**src/rtl/vga_timing_ctrl.sv**
```systemverilog
// VGA timing and pixel-fetch controller.
// The h/v counters feed stage A, which registers the RAM address, the read
// strobe and the frame/line strobes. A delay line of RD_LATENCY stages
// carries the timing bits alongside the RAM read. Stage C then registers
// sync, de and colour at the pins, so every pin output is aligned.
// Pin latency from the counters is RD_LATENCY + 2 cycles.
module vga_timing_ctrl #(
  parameter int H_ACTIVE   = 640,
  parameter int H_FP       = 16,
  parameter int H_SYNC     = 96,
  parameter int H_BP       = 48,
  parameter int V_ACTIVE   = 480,
  parameter int V_FP       = 10,
  parameter int V_SYNC     = 2,
  parameter int V_BP       = 33,
  parameter int HS_POL     = 0,
  parameter int VS_POL     = 0,
  parameter int COLOR_W    = 4,
  parameter int RD_LATENCY = 0,
  parameter int SCALE_LOG2 = 0,
  parameter int COL_W      = 10,
  parameter int ROW_W      = 10
) (
  input  logic                   vga_clk,
  input  logic                   clr,
  input  logic [3*COLOR_W-1:0]   d_in,
  output logic [ROW_W-1:0]       row_addr,
  output logic [COL_W-1:0]       col_addr,
  output logic                   rdn,
  output logic                   frame_start,
  output logic                   line_start,
  output logic [COLOR_W-1:0]     r,
  output logic [COLOR_W-1:0]     g,
  output logic [COLOR_W-1:0]     b,
  output logic                   hs,
  output logic                   vs,
  output logic                   de
);

  localparam int H_TOTAL = H_SYNC + H_BP + H_ACTIVE + H_FP;
  localparam int V_TOTAL = V_SYNC + V_BP + V_ACTIVE + V_FP;
  localparam int H_START = H_SYNC + H_BP;
  localparam int V_START = V_SYNC + V_BP;
  localparam int HCW     = $clog2(H_TOTAL);
  localparam int VCW     = $clog2(V_TOTAL);
  localparam logic HS_ACT = 1'(HS_POL);
  localparam logic VS_ACT = 1'(VS_POL);

  // Reject timing sets that would give empty windows or unaligned scaling.
  if (H_ACTIVE < 1 || H_FP < 1 || H_SYNC < 1 || H_BP < 1 ||
      V_ACTIVE < 1 || V_FP < 1 || V_SYNC < 1 || V_BP < 1 ||
      RD_LATENCY < 0 || RD_LATENCY > 4 ||
      SCALE_LOG2 < 0 || SCALE_LOG2 > 2 ||
      (H_ACTIVE % (1 << SCALE_LOG2)) != 0 ||
      (V_ACTIVE % (1 << SCALE_LOG2)) != 0) begin : g_param_check
    $error("vga_timing_ctrl: illegal parameter set");
  end

  logic [HCW-1:0] h_q;
  logic [VCW-1:0] v_q;

  // Stage A registers.
  logic [COL_W-1:0] col_addr_q;
  logic [ROW_W-1:0] row_addr_q;
  logic             rdn_q;
  logic             frame_start_q;
  logic             line_start_q;

  // Delay line: index 0 is captured with stage A; index RD_LATENCY feeds stage C.
  logic [RD_LATENCY:0] act_q;
  logic [RD_LATENCY:0] hsr_q;
  logic [RD_LATENCY:0] vsr_q;

  // Stage C (pin) registers.
  logic [COLOR_W-1:0] r_q, g_q, b_q;
  logic               hs_q, vs_q, de_q;

  // Combinational decode of the current counter position.
  logic             h_act_d, v_act_d, active_d, hsync_d, vsync_d;
  logic [HCW-1:0]   h_rel_d;
  logic [VCW-1:0]   v_rel_d;
  logic [COL_W-1:0] col_d;
  logic [ROW_W-1:0] row_d;

  // Pixel/line counters: h wraps every line, v advances at end of line.
  always_ff @(posedge vga_clk) begin
    if (clr) begin
      h_q <= '0;
      v_q <= '0;
    end else if (h_q == HCW'(H_TOTAL - 1)) begin
      h_q <= '0;
      if (v_q == VCW'(V_TOTAL - 1)) v_q <= '0;
      else                          v_q <= v_q + VCW'(1);
    end else begin
      h_q <= h_q + HCW'(1);
    end
  end

  // Window decode and scaled address generation from the counters.
  always_comb begin
    h_act_d  = (h_q >= HCW'(H_START)) && (h_q < HCW'(H_START + H_ACTIVE));
    v_act_d  = (v_q >= VCW'(V_START)) && (v_q < VCW'(V_START + V_ACTIVE));
    active_d = h_act_d && v_act_d;
    hsync_d  = (h_q < HCW'(H_SYNC));
    vsync_d  = (v_q < VCW'(V_SYNC));
    h_rel_d  = h_q - HCW'(H_START);
    v_rel_d  = v_q - VCW'(V_START);
    col_d    = COL_W'(h_rel_d >> SCALE_LOG2);
    row_d    = ROW_W'(v_rel_d >> SCALE_LOG2);
  end

  // Stage A: RAM address, read strobe and frame/line strobes.
  always_ff @(posedge vga_clk) begin
    if (clr) begin
      col_addr_q    <= '0;
      row_addr_q    <= '0;
      rdn_q         <= 1'b1;
      frame_start_q <= 1'b0;
      line_start_q  <= 1'b0;
    end else begin
      col_addr_q    <= active_d ? col_d : '0;
      row_addr_q    <= active_d ? row_d : '0;
      rdn_q         <= ~active_d;
      frame_start_q <= (h_q == HCW'(H_START)) && (v_q == VCW'(V_START));
      line_start_q  <= (h_q == HCW'(H_START)) && v_act_d;
    end
  end

  // Timing bits travel alongside the RAM read so colour and sync stay aligned.
  always_ff @(posedge vga_clk) begin
    if (clr) begin
      act_q <= '0;
      hsr_q <= '0;
      vsr_q <= '0;
    end else begin
      act_q[0] <= active_d;
      hsr_q[0] <= hsync_d;
      vsr_q[0] <= vsync_d;
      for (int i = 1; i <= RD_LATENCY; i++) begin
        act_q[i] <= act_q[i-1];
        hsr_q[i] <= hsr_q[i-1];
        vsr_q[i] <= vsr_q[i-1];
      end
    end
  end

  // Stage C: pin registers; colour is blanked outside the active window.
  always_ff @(posedge vga_clk) begin
    if (clr) begin
      r_q  <= '0;
      g_q  <= '0;
      b_q  <= '0;
      de_q <= 1'b0;
      hs_q <= ~HS_ACT;
      vs_q <= ~VS_ACT;
    end else begin
      de_q <= act_q[RD_LATENCY];
      hs_q <= hsr_q[RD_LATENCY] ? HS_ACT : ~HS_ACT;
      vs_q <= vsr_q[RD_LATENCY] ? VS_ACT : ~VS_ACT;
      if (act_q[RD_LATENCY]) begin
        r_q <= d_in[COLOR_W-1:0];
        g_q <= d_in[2*COLOR_W-1:COLOR_W];
        b_q <= d_in[3*COLOR_W-1:2*COLOR_W];
      end else begin
        r_q <= '0;
        g_q <= '0;
        b_q <= '0;
      end
    end
  end

  assign col_addr    = col_addr_q;
  assign row_addr    = row_addr_q;
  assign rdn         = rdn_q;
  assign frame_start = frame_start_q;
  assign line_start  = line_start_q;
  assign r           = r_q;
  assign g           = g_q;
  assign b           = b_q;
  assign hs          = hs_q;
  assign vs          = vs_q;
  assign de          = de_q;

endmodule

```
**config.mk**
```make
export PLATFORM = sky130hd
export DESIGN_NAME = vga_timing_ctrl
export DESIGN_NICKNAME = d
export VERILOG_FILES = /design/src/rtl/vga_timing_ctrl.sv
export SDC_FILE = /design/constraint.sdc
export NUM_CORES = 1
export LEC_CHECK = 0
export ABC_AREA = 1
export CAP_MARGIN = 20
export CORE_MARGIN = 5
export CORE_UTILIZATION = 55
export CTS_CLUSTER_SIZE = 12
export DETAILED_ROUTE_END_ITERATION = 16
export PLACE_DENSITY = 0.95
export SLEW_MARGIN = 20
export SYNTH_ARGS = -nofsm -noshare
export SYNTH_HDL_FRONTEND = slang
export SYNTH_SLANG_ARGS = --single-unit
```
**constraint.sdc**
```tcl
create_clock -name vga_clk -period 4.45 [get_ports vga_clk]
set_input_delay 0.89 -clock vga_clk [delete_from_list [all_inputs] [get_ports vga_clk]]
set_output_delay 0.89 -clock vga_clk [all_outputs]
set_load 0.01 [all_outputs]
```
Yosys cells after proc, flatten, opt, wreduce, memory -nomap -nowiden. Index checks and enable logic that the tools add are counted.

ROM bits: 0. Word-level logic and storage cells: 43. Latch bits: 0. Output and inout bits: 38. Register bits: 61. Bits of input ports: 14. Memories kept: 0. RAM bits: 0.

Multipliers: 0. Add/subtract/negate cells: 4. Bitwise operators: 2. $lt $le $gt $ge: 6. Div/mod/pow operators: 0. Eq/ne operators: 4. Reductions and logical operators: 8. Mux-type cells: 3. Shift-type cells: 0.

Operator list (count): $add 10x1->10 const B (2); $eq 10x10->1 const B (2); $lt 10x10->1 const B (2); $eq 10x6->1 const B (1); $eq 10x8->1 const B (1); $ge 10x6->1 const B (1); $ge 10x8->1 const B (1); $lt 10x2->1 const B (1); $lt 10x7->1 const B (1); $mux 10 (1); $sub 10x6->10 const B (1); $sub 10x8->10 const B (1); $reduce_or 2->1 (3); $logic_and 1x1->1 (5); $mux 1 (2); $not 1->1 (2).

Longest topological paths before layout. Gate-level depths: netlist of the first run.

Depth in word-level cells: 5. Depth in mapped cells: 10. Gate-level depth less buffers: 9.

Worst setup path before layout of the first run. No wires, ideal clock.

Kind: input -> register. Start: input port clr. End: register row_addr_q[0], in the netlist row_addr[0]. Data required time: 4388 ps. Buffers on the path: 1. Arrival: 1504 ps. Cell stages on the path: 6. Library setup time: 62 ps. Setup slack: 2884 ps. Cell sequence: inv_1 > nand2_1 > a21oi_2 > nand2_2 > buf_6 > nor2_2.

Word-level cells in the longest chain between the ends: 1.

Ends and longest elaborated chain: from (decl) (RTL line 25) `input logic clr,`; $reduce_or 2->1 (no line); to (signal assigned) (RTL line 122) `row_addr_q <= active_d ? row_d : '0;`; to (decl) (RTL line 64) `logic [ROW_W-1:0] row_addr_q;`.

No other way between the ends. A chain may end at the register's enable or synchronous reset.

==> impl_results.md, run 1 <==
- Status: complete, no violations
- Clock slew at reported path FFs: 0.06 ns
- CP endpoint kind: register
- Final Hold Fails: 0
- Core area: approximately 0.0046 mm²
- Initial Util: between 50% and 60%
- Vias in the first global route: 2124
- CP Max Fanout: 13
- Mean cell area of the mapped netlist: between 7 and 8 µm²
- CP Launch Point: clr
- Largest net degree at the start of global routing: 23
- Final instance area: ~0.0033 mm²
- Bufs on Longest Clock Path: 2
- Ant diodes: 0
- Drt first pass iters: 5
- # DRC: 0
- Synthesized instance count: 334
- Hold_buf cts: 0
- Clk sinks: ~60
- R2R setup slack: approximately 2.5 ns
- Share of cells above drive strength 1: between 10% and 20%
- Total power: 0.001097 W
- Setup bufs post-CTS: 0
- CP arrival: 2.45 ns
- Yosys warns: 0
- Total grt overflow: 0
- Clock skew: 0.007048 ns
- Critical path required time: 4.67 ns
- Port Buffers: 51
- Clock Latency Late Sink: roughly 0.33 ns
- H-tree depth: 3
- Most frequent cells in the layout: nand2_1, dfxtp_1, inv_1
- Least-Margin Pin Slew: 0.6100 ns
- Via-to-Cell Ratio: approximately 5
- First-pass GRT wire length: 9370 µm
- Pwr Density: 331.0 mW/mm²
- Tcrit/Tclk final: 50.01%
- Height of the die: 78.59 µm
- TritonCTS Buffers: 9
- Final worst path period need: 2.225 ns
- FILL cells: 297
- Reg area: 0.001221 mm²
- Post-DR wirelength/cell: 12.69 µm
- I/O pin count: 52
- Final setup TNS: 0 ns
- DR iter-0 viols: 160
- R2R Path Start: h_q[4]$_SDFF_PP0_
- End of the worst register-to-register path: row_addr[9]$_SDFF_PP0_
- Gr usage total: 19.53%
- Startpoint Class: input pin
- Chip Width: 78.59 µm
- DP Area: 0.003109 mm²
- Worst r2r path cells: 7
- # rows: 25
- Final GP Congestion: around 0.88
- Total die area: just over 0.006 mm²
- Netlist Area Pre-Place: ~0.0026 mm²
- Seq/Total Area, Yosys: 47.20%
- Max-Cap Viols: 0
- Peak VDD IR: 0.0001752 V
- Antenna violations before repair: 0
- Setup CP Type: in2reg
- Rel. slew slack: about three fifths
- Leak: 1.545 nW
- CTS tree: done
- Setup Viol. Count Final: 0
- Post-synthesis net count: about 360
- Commonest non-fill, non-tap cell in the layout: nand2_1
- Clock Tree Root: clkbuf_8
- Cell variety after synth: 27
- Post-Route WL: 5674 µm
- Final Max Slew Viols: 0
- Hold Path Class: reg2reg
- Seq cells post-synth: 61
- Syn-to-layout area delta: 28.09%
- # resized after CTS: 0
- Post-DRT Antenna Nets: 0
- DR vias: 2214
- CP Capture Point: v_q[0]$_SDFFE_PP0P_
- Min-delay src: vsr_q$_SDFF_PP0_
- Hpwl dp: about 4200 µm
- Multi-input gate area: 0.001100 mm²
- Nets: 410
- Max Fclk: 449.4 MHz
- Unrepaired setup endpoints after global routing: false
==> logic make-up after synthesis <==
family,share of synthesized area (%)
DFF,47.20
AOI/OAI and AO/OA,3.481
adders and majority gates,3.385
and+or+nand+nor,32.59
xor gates and xnor gates,3.047
buffers and inverters,10.30
==> critical path, stage by stage <==
cell and delay (ns):
clkdlybuf4s50_1 0.58, inv_1 0.18, nand2_1 0.38, nand2_1 0.23
o21ai_0 0.13, inv_1 0.05
==> state kept, by name, summed over array words and instances (netlist names), 4 cells and up <==
register,cells
b,4
col_addr,10
g,4
h_q,10
r,4
row_addr,10
v_q,10
==> worst min-delay path by stage <==
stage,to,slack [ns],cells past startpoint
final,vs$_SDFF_PP1_,0.37,1
after global routing,vs$_SDFF_PP1_,0.38,1
after CTS,vs$_SDFF_PP1_,0.37,1
after detailed placement,vs$_SDFF_PP1_,0.36,1
after global placement,vs$_SDFF_PP1_,0.36,1
after floorplan,hs$_SDFF_PP1_,0.35,1
==> where the power goes <==
part           switching, W   total, W  internal [W]
clock              0.000200   0.000513      0.000313
sequential       0.00000286   0.000553      0.000550
combinational     0.0000146  0.0000312     0.0000166
total              0.000218    0.00110      0.000879
==> synth_stat cells <==
cell type	n	area share [%]
nand2_2	4	0.97
o22ai_1	2	0.48
nand2_1	72	10
clkbuf_1	1	0.14
nor4_1	2	0.48
nor2_2	21	5.1
xnor2_1	1	0.34
nor3_1	5	0.97
nand4_2	1	0.48
nor2_4	4	1.7
nor3_2	1	0.39
xor2_1	8	2.7
a21oi_2	2	0.68
nor3b_1	2	0.58
inv_1	53	7.7
nor3_4	1	0.63
inv_2	3	0.44
nand3_2	1	0.39
buf_6	2	0.87
dfxtp_1	61	47
nor2_1	44	6.4
nand4_1	4	0.97
buf_4	4	1.2
o21ai_0	5	0.97
a21oi_1	7	1.4
nand3_1	16	3.1
ha_1	7	3.4
==> routing by layer <==
metal	up-vias	wire length (µm)	part of all wire, %	track usage [%]
met5	-	0	0	0
met2	85	2853	50	34.63
li1	1128	-	-	-
met3	14	414	7.3	5.619
met4	0	131	2.3	10.66
met1	987	2274	40	20.63
==> metrics by stage <==
step / hold WS (ns) / worst slack [ns] / instances / utilization [%]
finish: 0.3688 / 2.225 / 447 / 71.59
global route: 0.3771 / 2.162 / 447 / 71.59
CTS: 0.3673 / 2.266 / 447 / 71.59
detailed placement: 0.3604 / 1.922 / 432 / 67.16
global placement: 0.3633 / 1.995 / 432 / 67.16
floorplan: 0.3517 / 2.884 / 334 / -
==> final cells by class <==
cell class	count	share of cell area [%]
tap	54	2.039
timing repair buffer	51	15.40
sequential	61	36.84
inverter	56	6.342
multi-input combinational	210	33.18
clock inverter	4	2.227
clock buffer	11	3.964
(Power assumes the default switching activity.)
==> inputs of run 2 (changes only) <==
Settings changed: CORE_UTILIZATION 55 to 46, PLACE_DENSITY 0.95 to 0.85.
Clock period 4.45 ns to 1.9 ns, I/O delays scaled along.
==> run 2 against run 1 <==
Count of clock-buffer cells in the layout is 1 lower. Combinational power is 140% higher. Register-to-register slack worse by 2.3 ns. Clock skew is 0.0018 ns higher. Final area is 2.3% higher. Critical endpoint is now row_addr[9]$_SDFF_PP0_. Largest cell class unchanged. Largest power group unchanged.
==> impl_results.md, run 2 (same netlist as run 1, synthesis figures left out) <==
- Status: complete, no violations
- Final Hold Fails: 0
- DR vias: 2193
- Reg area: approximately 0.0012 mm²
- Crit-path cells: inv_1 -> ha_1 -> a21oi_2 -> nor2_1 -> a21oi_2 -> nand2_2 -> buf_12 -> nor2_1
- DP Area: approximately 0.0032 mm²
- Drt first pass iters: 4
- Final setup TNS: 0 ns
- I/O pin count: 52
- Share of cells above drive strength 1: 14.36%
- Hold_buf cts: 0
- CP peak stage delay: 0.43 ns
- Pre-CTS setup slack: 0.2134 ns
- Multi-input gate area: about 0.0011 mm²
- Initial Util: 47.28%
- Port Buffers: a little over 50
- Most frequent cells in the layout: nand2_1, dfxtp_1, inv_1
- Final instance area: 0.003391 mm²
- H-tree depth: 3
- Clock skew: a little under 0.009 ns
- Tcrit/Tclk final: 85.91%
- Min-delay src: vsr_q$_SDFF_PP0_
- Peak VDD IR: between 0.0004 and 0.0005 V
- Chip Width: 85 µm
- Unrepaired setup endpoints after global routing: false
- Least-Margin Pin Slew: 0.4422 ns
- CP endpoint kind: register
- Sequential group share of total power: 49.1%
- R2R Path Start: h_q[4]$_SDFF_PP0_
- TritonCTS Buffers: 9
- Post-Route WL: 5308 µm
- Largest net degree at the start of global routing: 23
- Post-DRT Antenna Nets: 0
- Commonest non-fill, non-tap cell in the layout: nand2_1
- R2R setup slack: roughly 0.27 ns
- Via-to-Cell Ratio: 4.676
- CP arrival: ~1.9 ns
- Hpwl dp: between 3000 and 4000 µm
- Bufs on Longest Clock Path: 2
- Pwr Density: 777.9 mW/mm²
- CP max stage cell: dfxtp_1
- Max-Cap Viols: 0
- Gr usage total: 15.81%
- CP Max Fanout: 22
- Total die area: between 0.007 and 0.008 mm²
- Clock power frac: between 40% and 50%
- Setup bufs post-CTS: 0
- Setup CP Type: reg2reg
- CTS tree: done
- Max Fclk: 612.6 MHz
- # resized after CTS: 0
- Critical path required time: 2.17 ns
- Post-DR wirelength/cell: about 11 µm
- Nets: 413
- FILL cells: 440
- Startpoint Class: register
- First-pass GRT wire length: 8990 µm
- Post-route setup slack: 0.2677 ns
- # DRC: 0
- Setup Viol. Count Final: 0
- Ant diodes: 0
- Final Max Slew Viols: 0
- Clock Latency Late Sink: 0.34 ns
- Cells on Worst Hold Path: 1
- Total grt overflow: 0
- Leak: 1.574 nW
- End of the worst register-to-register path: row_addr[9]$_SDFF_PP0_
- Antenna violations before repair: 0
- Final worst path period need: roughly 1.6 ns
- Rel. slew slack: 70.45%
- Clock slew at reported path FFs: 0.06 ns
- Sw frac: about a fifth
- Sw Pwr: around 0.00054 W
- Clock Tree Root: clkbuf_8
- Vias in the first global route: between 2000 and 2500
- Core area: 0.005473 mm²
- Height of the die: 85 µm
- Internal: 0.002100 W
- Clk sinks: 61
- Worst Hold Endpoint: vs$_SDFF_PP1_
- DR iter-0 viols: 286
- Syn-to-layout area delta: 31.04%
- # rows: 27
- Combinational power share: 2.8%
- WHS: 0.3843 ns
- Final GP Congestion: between 0.8 and 0.9
- Hold Path Class: reg2reg
- Worst r2r path cells: 8
==> run 2: cell count changes in the layout (fill, tap and decap cells not counted), sizes merged <==
cell | previous run | this run
buf | 0 | 3
clkbuf | 11 | 10
clkinv | 2 | 3
clkinvlp | 0 | 1
==> run 2: metrics by stage <==
step / total power [W] / cells / utilization [%]
after floorplan: 0.001355 / 334 / -
after global placement: 0.001396 / 453 / 57.86
after detailed placement: 0.001398 / 453 / 57.86
after CTS: 0.002664 / 469 / 61.96
after global routing: 0.002742 / 469 / 61.96
final: 0.002638 / 469 / 61.96
==> run 2: worst max-delay path, delay by kind of cell (launching register included) <==
family	cells	cell delay (ns)
AND/OR/NAND/NOR	3	0.24
adder cells (fa/ha/maj)	1	0.26
flip-flops	1	0.43
buffers and inverters	2	0.29
AO/OA/AOI/OAI	2	0.34
==> run 2: layout make-up <==
cell class	instances	area share, %
clock buffer	10	4.059
sequential	61	36.01
clock inverter	6	2.546
multi-input combinational	210	32.44
inverter	56	6.199
timing repair buffer	54	16.09
tap	72	2.657
==> run 2: how the worst max path moves through the flow <==
stage	startpoint	endpoint	slack [ns]	depth (start not counted)
2_1_floorplan	h_q[4]$_SDFF_PP0_	row_addr[0]$_SDFF_PP0_	0.44	8
5_1_grt	v_q[0]$_SDFFE_PP0P_	row_addr[9]$_SDFF_PP0_	0.13	10
3_3_place_gp	clr	row_addr[9]$_SDFF_PP0_	0.29	7
4_1_cts	h_q[4]$_SDFF_PP0_	row_addr[4]$_SDFF_PP0_	0.26	8
3_5_place_dp	clr	b[0]$_SDFF_PP0_	0.21	4
6_report	h_q[4]$_SDFF_PP0_	row_addr[9]$_SDFF_PP0_	0.27	8
==> run 2: routing by layer <==
metal  GRT usage (%)  vias up  routed length, µm
met5               0        -                  0
met4           10.07        0                121
met3           4.369       11                491
met2           25.56       95               2412
met1           18.34      956               2283
li1                -     1131                  -
==> run 2: power by group through the flow <==
stage / sequential [W] / clock, W / combinational [W]
floorplan: 0.00132 / 0 / 0.0000312
global placement: 0.00132 / 0 / 0.0000730
detailed placement: 0.00132 / 0 / 0.0000746
CTS: 0.00129 / 0.00129 / 0.0000752
global route: 0.00129 / 0.00137 / 0.0000821
finish: 0.00129 / 0.00127 / 0.0000747
